`src/rtl/adc_avg_sequencer_pkg.sv`:
```
// Shared types and constants for the ADC averaging sequencer.
package adc_avg_sequencer_pkg;

  // Sequencer FSM states; StIdle must stay at zero so reset lands there.
  typedef enum logic [2:0] {
    StIdle    = 3'd0,
    StSettle  = 3'd1,
    StSoc     = 3'd2,
    StWaitEoc = 3'd3,
    StAcc     = 3'd4,
    StDone    = 3'd5
  } seq_state_e;

  // Command codes presented by the core on NXT.
  localparam logic [1:0] NXT_START = 2'b01;
  localparam logic [1:0] NXT_ABORT = 2'b10;

  // Default geometry.
  localparam int unsigned DefDataWidth  = 10;
  localparam int unsigned DefAvgLog2    = 2;
  localparam int unsigned DefSettleCyc  = 8;
  localparam int unsigned DefTimeoutCyc = 255;

  // Width of the shared settle/timeout counter: must hold the larger terminal value.
  function automatic int unsigned cnt_width(input int unsigned settle_cyc,
                                            input int unsigned timeout_cyc);
    int unsigned max_val;
    max_val = (settle_cyc > timeout_cyc) ? settle_cyc : timeout_cyc;
    return (max_val < 2) ? 1 : $clog2(max_val + 1);
  endfunction

endpackage

```
`src/rtl/adc_seq_acc.sv`:
```
// Sample accumulator for the ADC sequencer: running sum, sample counter and the
// truncating divide by 2^AVG_LOG2 applied to the sum including the current sample.
module adc_seq_acc #(
  parameter int unsigned DATA_WIDTH = 10,
  parameter int unsigned AVG_LOG2   = 2
) (
  input  logic                  CLK,
  input  logic                  RST,
  input  logic                  clr,
  input  logic                  add_en,
  input  logic [DATA_WIDTH-1:0] din,
  output logic                  last,
  output logic [DATA_WIDTH-1:0] result
);

  // Sum of 2^AVG_LOG2 full-scale samples always fits, so no overflow handling.
  localparam int unsigned AccW = DATA_WIDTH + AVG_LOG2;
  localparam int unsigned CntW = (AVG_LOG2 > 0) ? AVG_LOG2 : 1;
  localparam logic [CntW-1:0] LastCnt = CntW'((1 << AVG_LOG2) - 1);

  logic [AccW-1:0] acc_q, acc_d, acc_sum;
  logic [CntW-1:0] cnt_q, cnt_d;

  assign acc_sum = acc_q + AccW'(din);
  assign last    = (cnt_q == LastCnt);
  assign result  = acc_sum[AccW-1:AVG_LOG2];

  // Next-state for the running sum and the sample index.
  always_comb begin
    acc_d = acc_q;
    cnt_d = cnt_q;
    if (clr) begin
      acc_d = '0;
      cnt_d = '0;
    end else if (add_en) begin
      acc_d = acc_sum;
      if (!last) begin
        cnt_d = cnt_q + 1'b1;
      end
    end
  end

  // Accumulator and counter registers.
  always_ff @(posedge CLK) begin
    if (RST) begin
      acc_q <= '0;
      cnt_q <= '0;
    end else begin
      acc_q <= acc_d;
      cnt_q <= cnt_d;
    end
  end

endmodule

```
`src/rtl/adc_avg_sequencer.sv`:
```
// ADC averaging sequencer: turns a start command into 2^AVG_LOG2 settle/SOC/EOC
// conversion rounds, averages the samples and reports the result with APP_DONE.
module adc_avg_sequencer
  import adc_avg_sequencer_pkg::*;
#(
  parameter int unsigned DATA_WIDTH  = DefDataWidth,
  parameter int unsigned AVG_LOG2    = DefAvgLog2,
  parameter int unsigned SETTLE_CYC  = DefSettleCyc,
  parameter int unsigned TIMEOUT_CYC = DefTimeoutCyc  // must be >= 1
) (
  input  logic                  CLK,
  input  logic                  RST,
  input  logic [1:0]            NXT,
  input  logic [DATA_WIDTH-1:0] ADC_DATA,
  input  logic                  ADC_EOC,
  output logic                  ADC_SOC,
  output logic [DATA_WIDTH-1:0] ADC_PI,
  output logic                  APP_DONE,
  output logic                  BUSY,
  output logic                  ERR
);

  localparam int unsigned CntW = cnt_width(SETTLE_CYC, TIMEOUT_CYC);
  // Settle exits when the counter (cleared on entry) equals SETTLE_CYC, so the
  // state spans SETTLE_CYC counted cycles plus one; SETTLE_CYC=0 gives one cycle.
  localparam logic [CntW-1:0] SettleLast  = CntW'(SETTLE_CYC);
  // Timeout fires on the cycle the counter would reach TIMEOUT_CYC.
  localparam logic [CntW-1:0] TimeoutLast = CntW'(TIMEOUT_CYC - 1);

  seq_state_e            state_q, state_d;
  logic [1:0]            nxt_q;
  logic [CntW-1:0]       cnt_q, cnt_d;
  logic [DATA_WIDTH-1:0] sample_q;

  logic                  soc_q, soc_d;
  logic [DATA_WIDTH-1:0] pi_q, pi_d;
  logic                  done_q, done_d;
  logic                  busy_q, busy_d;
  logic                  err_q, err_d;

  logic                  start_ev, abort_ev, idle_or_done;
  logic                  start_go, eoc_go, timeout_go, finish_go, acc_add;
  logic                  acc_last;
  logic [DATA_WIDTH-1:0] acc_result;

  assign start_ev     = (NXT == NXT_START) && (nxt_q != NXT_START);
  assign abort_ev     = (NXT == NXT_ABORT);
  assign idle_or_done = (state_q == StIdle) || (state_q == StDone);

  // Qualified events; abort masks every one of them.
  assign start_go   = !abort_ev && start_ev && idle_or_done;
  assign eoc_go     = !abort_ev && (state_q == StWaitEoc) && ADC_EOC;
  assign timeout_go = !abort_ev && (state_q == StWaitEoc) && !ADC_EOC &&
                      (cnt_q == TimeoutLast);
  assign finish_go  = !abort_ev && (state_q == StAcc) && acc_last;
  assign acc_add    = !abort_ev && (state_q == StAcc);

  adc_seq_acc #(
    .DATA_WIDTH (DATA_WIDTH),
    .AVG_LOG2   (AVG_LOG2)
  ) u_acc (
    .CLK    (CLK),
    .RST    (RST),
    .clr    (start_go),
    .add_en (acc_add),
    .din    (sample_q),
    .last   (acc_last),
    .result (acc_result)
  );

  // State, command history and settle/timeout counter registers.
  always_ff @(posedge CLK) begin
    if (RST) begin
      state_q <= StIdle;
      nxt_q   <= '0;
      cnt_q   <= '0;
    end else begin
      state_q <= state_d;
      nxt_q   <= NXT;
      cnt_q   <= cnt_d;
    end
  end

  // Next-state and counter logic; abort overrides every transition.
  always_comb begin
    state_d = state_q;
    cnt_d   = cnt_q;
    if (abort_ev) begin
      state_d = StIdle;
    end else begin
      unique case (state_q)
        StIdle, StDone: begin
          if (start_ev) begin
            state_d = StSettle;
            cnt_d   = '0;
          end
        end
        StSettle: begin
          if (cnt_q == SettleLast) begin
            state_d = StSoc;
          end else begin
            cnt_d = cnt_q + 1'b1;
          end
        end
        StSoc: begin
          state_d = StWaitEoc;
          cnt_d   = '0;
        end
        StWaitEoc: begin
          // EOC wins over a coincident timeout.
          if (ADC_EOC) begin
            state_d = StAcc;
          end else if (cnt_q == TimeoutLast) begin
            state_d = StDone;
          end else begin
            cnt_d = cnt_q + 1'b1;
          end
        end
        StAcc: begin
          if (acc_last) begin
            state_d = StDone;
          end else begin
            state_d = StSettle;
            cnt_d   = '0;
          end
        end
        default: state_d = StIdle;
      endcase
    end
  end

  // Output next-values, derived from the upcoming state so outputs stay registered.
  always_comb begin
    soc_d  = (state_d == StSoc);
    done_d = (state_d == StDone);
    busy_d = !((state_d == StIdle) || (state_d == StDone));
    err_d  = err_q;
    pi_d   = pi_q;
    if (start_go) begin
      err_d = 1'b0;
    end
    if (timeout_go) begin
      err_d = 1'b1;
      pi_d  = '0;
    end
    if (finish_go) begin
      pi_d = acc_result;
    end
  end

  // Output registers and the captured ADC sample.
  always_ff @(posedge CLK) begin
    if (RST) begin
      soc_q    <= 1'b0;
      pi_q     <= '0;
      done_q   <= 1'b0;
      busy_q   <= 1'b0;
      err_q    <= 1'b0;
      sample_q <= '0;
    end else begin
      soc_q  <= soc_d;
      pi_q   <= pi_d;
      done_q <= done_d;
      busy_q <= busy_d;
      err_q  <= err_d;
      if (eoc_go) begin
        sample_q <= ADC_DATA;
      end
    end
  end

  assign ADC_SOC  = soc_q;
  assign ADC_PI   = pi_q;
  assign APP_DONE = done_q;
  assign BUSY     = busy_q;
  assign ERR      = err_q;

endmodule

```
`config.mk`:
```
export PLATFORM = sky130hd
export DESIGN_NAME = adc_avg_sequencer
export DESIGN_NICKNAME = d
export VERILOG_FILES = /design/src/rtl/adc_avg_sequencer_pkg.sv /design/src/rtl/adc_seq_acc.sv /design/src/rtl/adc_avg_sequencer.sv
export SDC_FILE = /design/constraint.sdc
export NUM_CORES = 1
export LEC_CHECK = 0
export BUFFER_PORTS_ARGS = -buffer_cell sky130_fd_sc_hd__buf_4
export CAP_MARGIN = 25
export CORE_ASPECT_RATIO = 0.6
export CORE_UTILIZATION = 40
export CTS_CLUSTER_DIAMETER = 50
export DETAILED_ROUTE_END_ITERATION = 7
export PLACE_DENSITY_LB_ADDON = 0.1
export SLEW_MARGIN = 20
export SYNTH_ARGS = -nofsm -noshare
export SYNTH_HDL_FRONTEND = slang
export SYNTH_HIERARCHICAL = 1
export SYNTH_SLANG_ARGS = --single-unit
```
`constraint.sdc`:
```
create_clock -name CLK -period 2.4 [get_ports CLK]
set_input_delay 0.72 -clock CLK [delete_from_list [all_inputs] [get_ports CLK]]
set_output_delay 0.72 -clock CLK [all_outputs]
set_load 0.005 [all_outputs]
```
==> impl_metrics.toml, run 1 <==
[status]
status = "finished, final reports clean"

[clock_tree]
cts_max_level = 2
cts_buffers = 5
cts_tree = "done"
clockBufferDepth = 2
path_clk_slew_ns = 0.07
clock_sinks = 51
insertion_delay_ns = 0.29
cts-root-buf = "clkbuf_16"

[logic_synthesis]
synth_nets = 365
syn-cell-area_sq_um = 2960
synth_largest_area_cell = "dfxtp_1"
async_reset_ff_frac = 0
syn-instance-count = 335
syn_avg_cell_area_sq_um = 8.85
synth-seq-cells = 51
synth-simple-area-share = 0.217
synth_top_family_by_area = "simple AND/OR/NAND/NOR gates"
synth_compound_area_frac = 0.203
synth.area.top_cells = "dfxtp_1 34%, ha_1 5.9%, mux2i_1 5.7%"
synth-xor-area-share = 0.0355
yosysTopAreaCellShare = 0.344
synthFlopType = "dfxtp_1"
ys_seq_area_frac = 0.344
synth_mux_area_frac = 0.0574
synth_fa_ha_area_frac = 0.0659
synth.distinct_cells = 66
yosysMostFrequentCell = "dfxtp_1"
ys.warnings.count = 6
synth_edf_count = 0
synth_commonest_cells = "51 x dfxtp_1, 32 x nor2_1, 31 x nand2_1"

[routing]
avgViaCountPerCell = 5.63
num_vias = 2520
wl_microns = 7300
drcViolationCount = 0
drt_first_iter_violations = 226
drt_pass1_iterations = 5
drt-wirelength-per-cell_microns = 16.3
ant_nets = 0

[power]
leakage_nw = 1.37
pwr_density_cell_nw_per_um2 = 486
peakVddDrop_mv = 0.253

[timing]
fin_setup_tns_ns = 0
final.period_utilization = 0.969
finalClockSkew_ns = 0.00753
tightest_slew_ns = 0.743
period_minus_slack_ns = 2.32
setup_violations = 0
max_freq_mhz = 430
whs_ns = 0.472
slew_viol_final = 0
relSlewSlack = 0.501
hold_violations = 0

[finish]
fin_util = 0.489
final_net_count = 390
area_growth_pct = 13.8
final_layout_size_suffix_gt1_frac = 0.199
diodes = 0

[floorplan]
dieArea_sq_um = 7770
die_x_microns = 113
io_pins = 29
die-height_microns = 68.7
num_rows = 23
fp.coreArea_sq_um = 6910
initial_core_util = 0.429

[job]
maxCapViolations = 0

[global_route]
grt_max_degree = 29
grt_pass1_vias = 2123
grt_pass1_wl_microns = 11400
overflow = 0
antenna_found_initial = 0
gr-usage-all-layers = 0.195

[place]
gp_congestion = 0.856
dp_hpwl_microns = 5410
port_buffers = 28

[worst_setup_path]
path_cells = "inv_2 > ha_4 > or4b_4 > o32a_1 > o21a_2 > a311oi_4 > buf_6 > mux2i_1"
startpoint_type = "register"
cp-end-kind = "register"
crit_path_top_delay_cell = "or4b_4"
worst-path-buf-inv = 2
cp.arrival_ns = 2.54
crit_type = "register to register"
cp_top_family = "compound AO/OA/AOI/OAI gates"
critPathMaxStageDelay_ns = 0.47
cp_data_required_time_ns = 2.61
cp_max_fo = 5

[hold_path]
hold_path_class = "register to register"
## flip-flops by register name (all words and copies together), names as in the netlist
signal	count
ERR	1
cnt_q	8
u_acc/cnt_q	2
ADC_SOC	1
ADC_PI	10
APP_DONE	1
state_q	3
BUSY	1
nxt_q	2
u_acc/acc_q	12
sample_q	10
## layout by cell type, fill, tap and decap left out, types with 2 or more instances in the layout
cell and n:
a31o_2 3, dfxtp_2 2, nand4_1 7, nand2b_1 3
o21ai_1 2, a21o_1 4, dfxtp_1 49, nand2_1 31
nor2b_1 7, xnor2_1 8, mux2i_1 17, clkbuf_1 2
buf_6 2, nor2_1 32, o31ai_1 4, nor3_1 7
and3_1 9, a211oi_1 4, buf_4 42, a21oi_1 12
or4b_1 2, o21ai_0 9, clkbuf_16 5, inv_2 2
nor4_1 3, inv_1 6, ha_1 13, o211ai_1 5
xor2_1 4, a31oi_1 7, a22oi_1 12, o21a_1 2
a211o_1 2, nand4b_1 2, o311ai_0 3, nand3_1 6
## timing repair
| item | in CTS | in global routing |
|---|---|---|
| endpoints found under the setup margin | 0 | 10 |
| hold buffers | 0 | 0 |
| setup buffers | 0 | 2 |
| gates resized for setup | 0 | 11 |
## stage by stage
| stage | setup slack [ns] | power (mW) | instance area (sq um) | instances |
|---|---|---|---|---|
| 2_1_floorplan | 0.248 | 0.931 | 2960 | 335 |
| 3_3_place_gp | 0.126 | 0.968 | 3180 | 437 |
| 3_5_place_dp | 0.0310 | 0.967 | 3180 | 437 |
| 4_1_cts | 0.00151 | 1.66 | 3320 | 445 |
| 5_1_grt | -0.00165 | 1.72 | 3370 | 448 |
| 6_report | 0.0754 | 1.64 | 3370 | 448 |
## worst min-delay path, stage by stage, from the launching register on
cell	delay, ns
dfxtp_1	0.31
nand2_1	0.06
mux2i_1	0.05
## power breakdown
group	switching, mW	total [mW]	internal [mW]	leakage (nW)
registers	0.00303	0.853	0.850	0.412
logic	0.0597	0.0978	0.0381	0.892
clock network	0.302	0.688	0.386	0.0679
total	0.365	1.64	1.27	1.37
## path summary, 6_finish.rpt
kind                            depth (start not counted)  slack (ns)          end        start
worst max-delay path                                    8        0.08  sample_q[1]     cnt_q[0]
worst min-delay path                                    2        0.47  sample_q[5]  sample_q[5]
worst max register to register                          8        0.08  sample_q[1]     cnt_q[0]
worst min register to register                          2        0.47  sample_q[5]  sample_q[5]
## cell families after synthesis
logic type,Yosys count
flops,51
buf+inv,34
fa+ha+maj,15
compound gates,83
xor+xnor,12
mux,17
simple gates,123
## layout make-up
| type | count | area [sq um] |
|---|---|---|
| Clock buffer | 7 | 133 |
| Clock inverter | 1 | 5.00 |
| Fill cell | 675 | 3530 |
| Inverter | 8 | 30.0 |
| Multi-Input combinational cell | 250 | 1740 |
| Sequential cell | 51 | 1020 |
| Tap cell | 87 | 109 |
| Timing Repair Buffer | 44 | 338 |
## per-layer routing
metal	wire length, microns	global-route usage	up-vias
li1	-	-	1273
met3	478	0.0472	5
met1	4290	0.324	1147
met5	0	0	-
met2	2490	0.226	95
met4	44	0.0510	0
No activity file was read; power rests on OpenSTA's default activity.
==> run 2: changes to the inputs <==
--- a/config.mk
+++ b/config.mk
@@ -11,6 +11,7 @@
 export CORE_UTILIZATION = 40
 export CTS_CLUSTER_DIAMETER = 50
 export DETAILED_ROUTE_END_ITERATION = 7
+export MAX_ROUTING_LAYER = met4
 export PLACE_DENSITY_LB_ADDON = 0.1
 export SLEW_MARGIN = 20
 export SYNTH_ARGS = -nofsm -noshare
==> constraint.sdc (replaced) <==
create_clock -name CLK -period 2.2 [get_ports CLK]
set_input_delay 0.66 -clock CLK [delete_from_list [all_inputs] [get_ports CLK]]
set_output_delay 0.66 -clock CLK [all_outputs]
set_load 0.005 [all_outputs]
==> impl_metrics.toml, run 2 (same netlist as run 1, synthesis figures left out) <==
[timing]
fin_setup_tns_ns = -0.184
tightest_slew_ns = 0.520
setup_slack_ns = -0.0291
hold_violations = 0
whs_ns = 0.467
period_minus_slack_ns = 2.23
final.period_utilization = 1.01
rsz0062_at_grt = "true"
finalClockSkew_ns = 0.00568
setup_violations = 10
max_freq_mhz = 449
slew_viol_final = 0
relSlewSlack = 0.653

[global_route]
grt_max_degree = 29
grt_pass1_vias = 2325
gr-usage-all-layers = 0.211
overflow = 0
grt_pass1_wl_microns = 12200
antenna_found_initial = 0

[clock_tree]
cts-root-buf = "clkbuf_16"
postCtsSetupBuffers = 0
clockBufferDepth = 2
path_clk_slew_ns = 0.07
cts_max_level = 2
clock_sinks = 51
insertion_delay_ns = 0.29
cts_buffers = 5
cts_tree = "done"

[power]
pwr_density_cell_nw_per_um2 = 547
p_comb_frac = 0.061
p_clk_frac = 0.462
peakVddDrop_mv = 0.295
p_switching_mw = 0.407
swShare = 0.209
leakage_nw = 1.48
p_int_mw = 1.54
p_seq_frac = 0.477

[floorplan]
die-height_microns = 68.7
fp.coreArea_sq_um = 6910
initial_core_util = 0.429
io_pins = 29
die_x_microns = 113
num_rows = 23
dieArea_sq_um = 7770

[hold_path]
hold_path_class = "register to register"

[place]
place_area_sq_um = 3320
place_ws_ns = -0.116
placedCellCount = 456
port_buffers = 28
gp_congestion = 0.921
dp_hpwl_microns = 5600

[routing]
wl_met1_microns = 4180
route.met2.wl_microns = 2690
num_vias = 2572
dr.max_layer_used = "met4"
wl_microns = 7500
drt-wirelength-per-cell_microns = 16.1
drt_first_iter_violations = 265
drt_pass1_iterations = 4
met3WireLength_microns = 594
ant_nets = 0
drcViolationCount = 0
avgViaCountPerCell = 5.53

[worst_setup_path]
cp_max_fo = 5
reg2reg_slack_ns = -0.03
startpoint_type = "register"
crit_type = "register to register"
cp.arrival_ns = 2.45
cp_data_required_time_ns = 2.42
cp-end-kind = "register"

[finish]
layout_commonest_cell = "buf_4"
final_cell_mix = "59 x buf_4, 49 x dfxtp_1, 32 x nor2_1"
final_net_count = 407
largest_register_ffs = 12
instances_no_fill = 465
final_layout_size_suffix_gt1_frac = 0.251
diodes = 0
largest_register = "u_acc/acc_q"
final_cell_area_sq_um = 3560
area_growth_pct = 20.2

[status]
status = "complete, but fails checks"
failed_checks = "negative setup slack"

[job]
maxCapViolations = 0
[run 2: cell types whose count changed in the layout (fill, tap and decap cells not counted), sizes merged]
cell,previous run,this run
bufinv,0,1
clkbuf,7,6
buf,44,61
[run 2: final timing paths]
path                                   from  depth (start not counted)     endpoint
worst min register to register  sample_q[5]                          2  sample_q[5]
worst max-delay path               cnt_q[0]                          8  sample_q[4]
worst min-delay path            sample_q[5]                          2  sample_q[5]
worst max register to register     cnt_q[0]                          8  sample_q[4]
[run 2: cell type report]
type	count	area [sq um]
Fill cell	660	3340
Clock buffer	6	139
Inverter	8	30.0
Tap cell	87	109
Sequential cell	51	1020
Multi-Input combinational cell	250	1760
Timing Repair Buffer	61	465
Clock inverter	2	35.0
[run 2: timing repair]
| action | 4_1_cts | 5_1_grt |
|---|---|---|
| resized for setup | 11 | 4 |
| gates cloned | 1 | 0 |
| hold buffers | 0 | 0 |
| setup endpoints to repair | 10 | 13 |
| pin swaps | 3 | 0 |
[run 2: metrics by stage]
step	total power [mW]	utilization
finish	1.95	0.516
global route	2.01	0.516
CTS	1.97	0.513
detailed placement	1.07	0.481
global placement	1.07	0.481
floorplan	1.02	-
[run 2: worst max-delay path: stages (launching register included)]
cell and delay, ns:
dfxtp_2 0.33, inv_2 0.07, ha_4 0.12, or4b_4 0.45, o32a_1 0.31, o21a_2 0.15, a311oi_4 0.36, buf_6 0.20
mux2i_1 0.18
[run 2: per-layer routing]
layer / GRT usage / vias to the layer above
met2: 0.272 / 89
met3: 0.0533 / 2
met1: 0.322 / 1179
met5: - / -
met4: 0.0345 / 0
li1: - / 1302
[run 2: power by group through the flow]
stage | sequential (mW) | clock, mW | combinational (mW)
finish | 0.931 | 0.902 | 0.118
CTS | 0.930 | 0.919 | 0.117
detailed placement | 0.952 | 0 | 0.114
floorplan | 0.950 | 0 | 0.0660
global placement | 0.952 | 0 | 0.115
global route | 0.930 | 0.954 | 0.130
==> run 3: changes to the inputs <==
--- a/config.mk
+++ b/config.mk
@@ -12,7 +12,6 @@
 export CTS_CLUSTER_DIAMETER = 50
 export DETAILED_ROUTE_END_ITERATION = 7
 export MAX_ROUTING_LAYER = met4
-export PLACE_DENSITY_LB_ADDON = 0.1
 export SLEW_MARGIN = 20
 export SYNTH_ARGS = -nofsm -noshare
 export SYNTH_HDL_FRONTEND = slang
==> impl_metrics.toml, run 3 (same netlist as run 1, synthesis figures left out) <==
[status]
status = "finished, final reports clean"

[clock_tree]
cts_buffers = 5
clockBufferDepth = 2
clock_sinks = 51
cts_tree = "done"
path_clk_slew_ns = 0.07
cts_hold_buf = 0
insertion_delay_ns = 0.29
cts_max_level = 2
cts-root-buf = "clkbuf_16"

[worst_setup_path]
cp-end-kind = "register"
cp_max_fo = 5
cp.arrival_ns = 2.41
critPathMaxStageDelay_ns = 0.45
crit_path_top_delay_cell = "or4b_4"
cp_data_required_time_ns = 2.42
cp_top_family = "compound AO/OA/AOI/OAI gates"
startpoint_type = "register"
worst-path-buf-inv = 2
crit_type = "register to register"
path_cells = "inv_2 > ha_4 > or4b_4 > o32a_1 > o21a_2 > a311oi_4 > buf_6 > mux2i_1"

[finish]
final_cell_area_sq_um = 3520
area_growth_pct = 18.7
final_cell_mix = "57 x buf_4, 50 x dfxtp_1, 32 x nor2_1"
diodes = 0
n_fill_cell = 662
largest_register = "u_acc/acc_q"
final_layout_size_suffix_gt1_frac = 0.245
layout_commonest_cell = "buf_4"
final_net_count = 405
largest_register_ffs = 12

[timing]
whs_ns = 0.475
max_freq_mhz = 456
setup_violations = 0
setup_slack_ns = 0.00574
tightest_slew_ns = 0.493
finalClockSkew_ns = 0.00685
final.period_utilization = 0.997
hold_violations = 0
slew_viol_final = 0
relSlewSlack = 0.669
period_minus_slack_ns = 2.19
fin_setup_tns_ns = 0
rsz0062_at_grt = "true"

[floorplan]
initial_core_util = 0.429
fp.coreArea_sq_um = 6910
die_x_microns = 113
die-height_microns = 68.7
io_pins = 29
dieArea_sq_um = 7770
num_rows = 23

[routing]
drt_first_iter_violations = 233
ant_nets = 0
num_vias = 2613
wl_microns = 7430
avgViaCountPerCell = 5.64
drcViolationCount = 0
drt-wirelength-per-cell_microns = 16.0
drt_pass1_iterations = 4

[global_route]
overflow = 0
grt_pass1_wl_microns = 11900
grt_pass1_vias = 2232
gr-usage-all-layers = 0.212
antenna_found_initial = 0
grt_max_degree = 29

[place]
place_area_sq_um = 3290
gp_congestion = 0.941
place_ws_ns = -0.0936
port_buffers = 28
dp_hpwl_microns = 5540

[power]
leakage_nw = 1.46
peakVddDrop_mv = 0.278
pwr_density_cell_nw_per_um2 = 519

[job]
maxCapViolations = 0

[hold_path]
hold_path_class = "register to register"
## run 3: final timing paths
kind                 endpoint  cells past startpoint        start  slack [ns]
setup / recovery  sample_q[7]                      8     cnt_q[0]       0.006
hold / removal    sample_q[0]                      2  sample_q[0]        0.47
hold reg to reg   sample_q[0]                      2  sample_q[0]        0.47
setup reg to reg  sample_q[7]                      8     cnt_q[0]       0.006
## run 3: worst min-delay path, delay by kind of cell, from the launching register on
kind / cells / cell delay (ns)
AND/OR/NAND/NOR: 1 / 0.06
flip-flops: 1 / 0.32
multiplexers: 1 / 0.05
## run 3: per-layer routing
metal  global-route usage  up-vias  share of wire
met3               0.0516        8          0.074
li1                     -     1299              -
met1                0.336     1207           0.57
met4               0.0592        0          0.010
met2                0.245       99           0.35
met5                    -        -              0
## run 3: final cells by class
cell class	instances	area [sq um]	share of cell area
clock inverter	3	18.8	0.00534
multi-input combinational	250	1760	0.501
sequential	51	1020	0.291
timing repair buffer	59	450	0.128
tap	87	109	0.0309
inverter	8	30.0	0.00854
clock buffer	5	125	0.0356
## run 3: what timing repair did
action / 4_1_cts / 5_1_grt
gates cloned: 1 / 0
pin swaps: 3 / 0
hold endpoints to repair: 0 / 0
buffers inserted: 1 / 1
resized for setup: 10 / 4
setup endpoints to repair: 10 / 14
## run 3: where the power goes
group          leakage, nW  switching (mW)  internal (mW)  total (mW)
Sequential           0.412         0.00377          0.927       0.931
Clock               0.0740           0.358          0.422       0.781
Combinational        0.971          0.0666         0.0480       0.115
## run 3: stage by stage
step | total power [mW] | utilization | cells
after floorplan | 1.02 | - | 335
after CTS | 1.84 | 0.505 | 462
after detailed placement | 1.06 | 0.477 | 452
final | 1.83 | 0.509 | 463
after global routing | 1.89 | 0.509 | 463
after global placement | 1.06 | 0.477 | 452
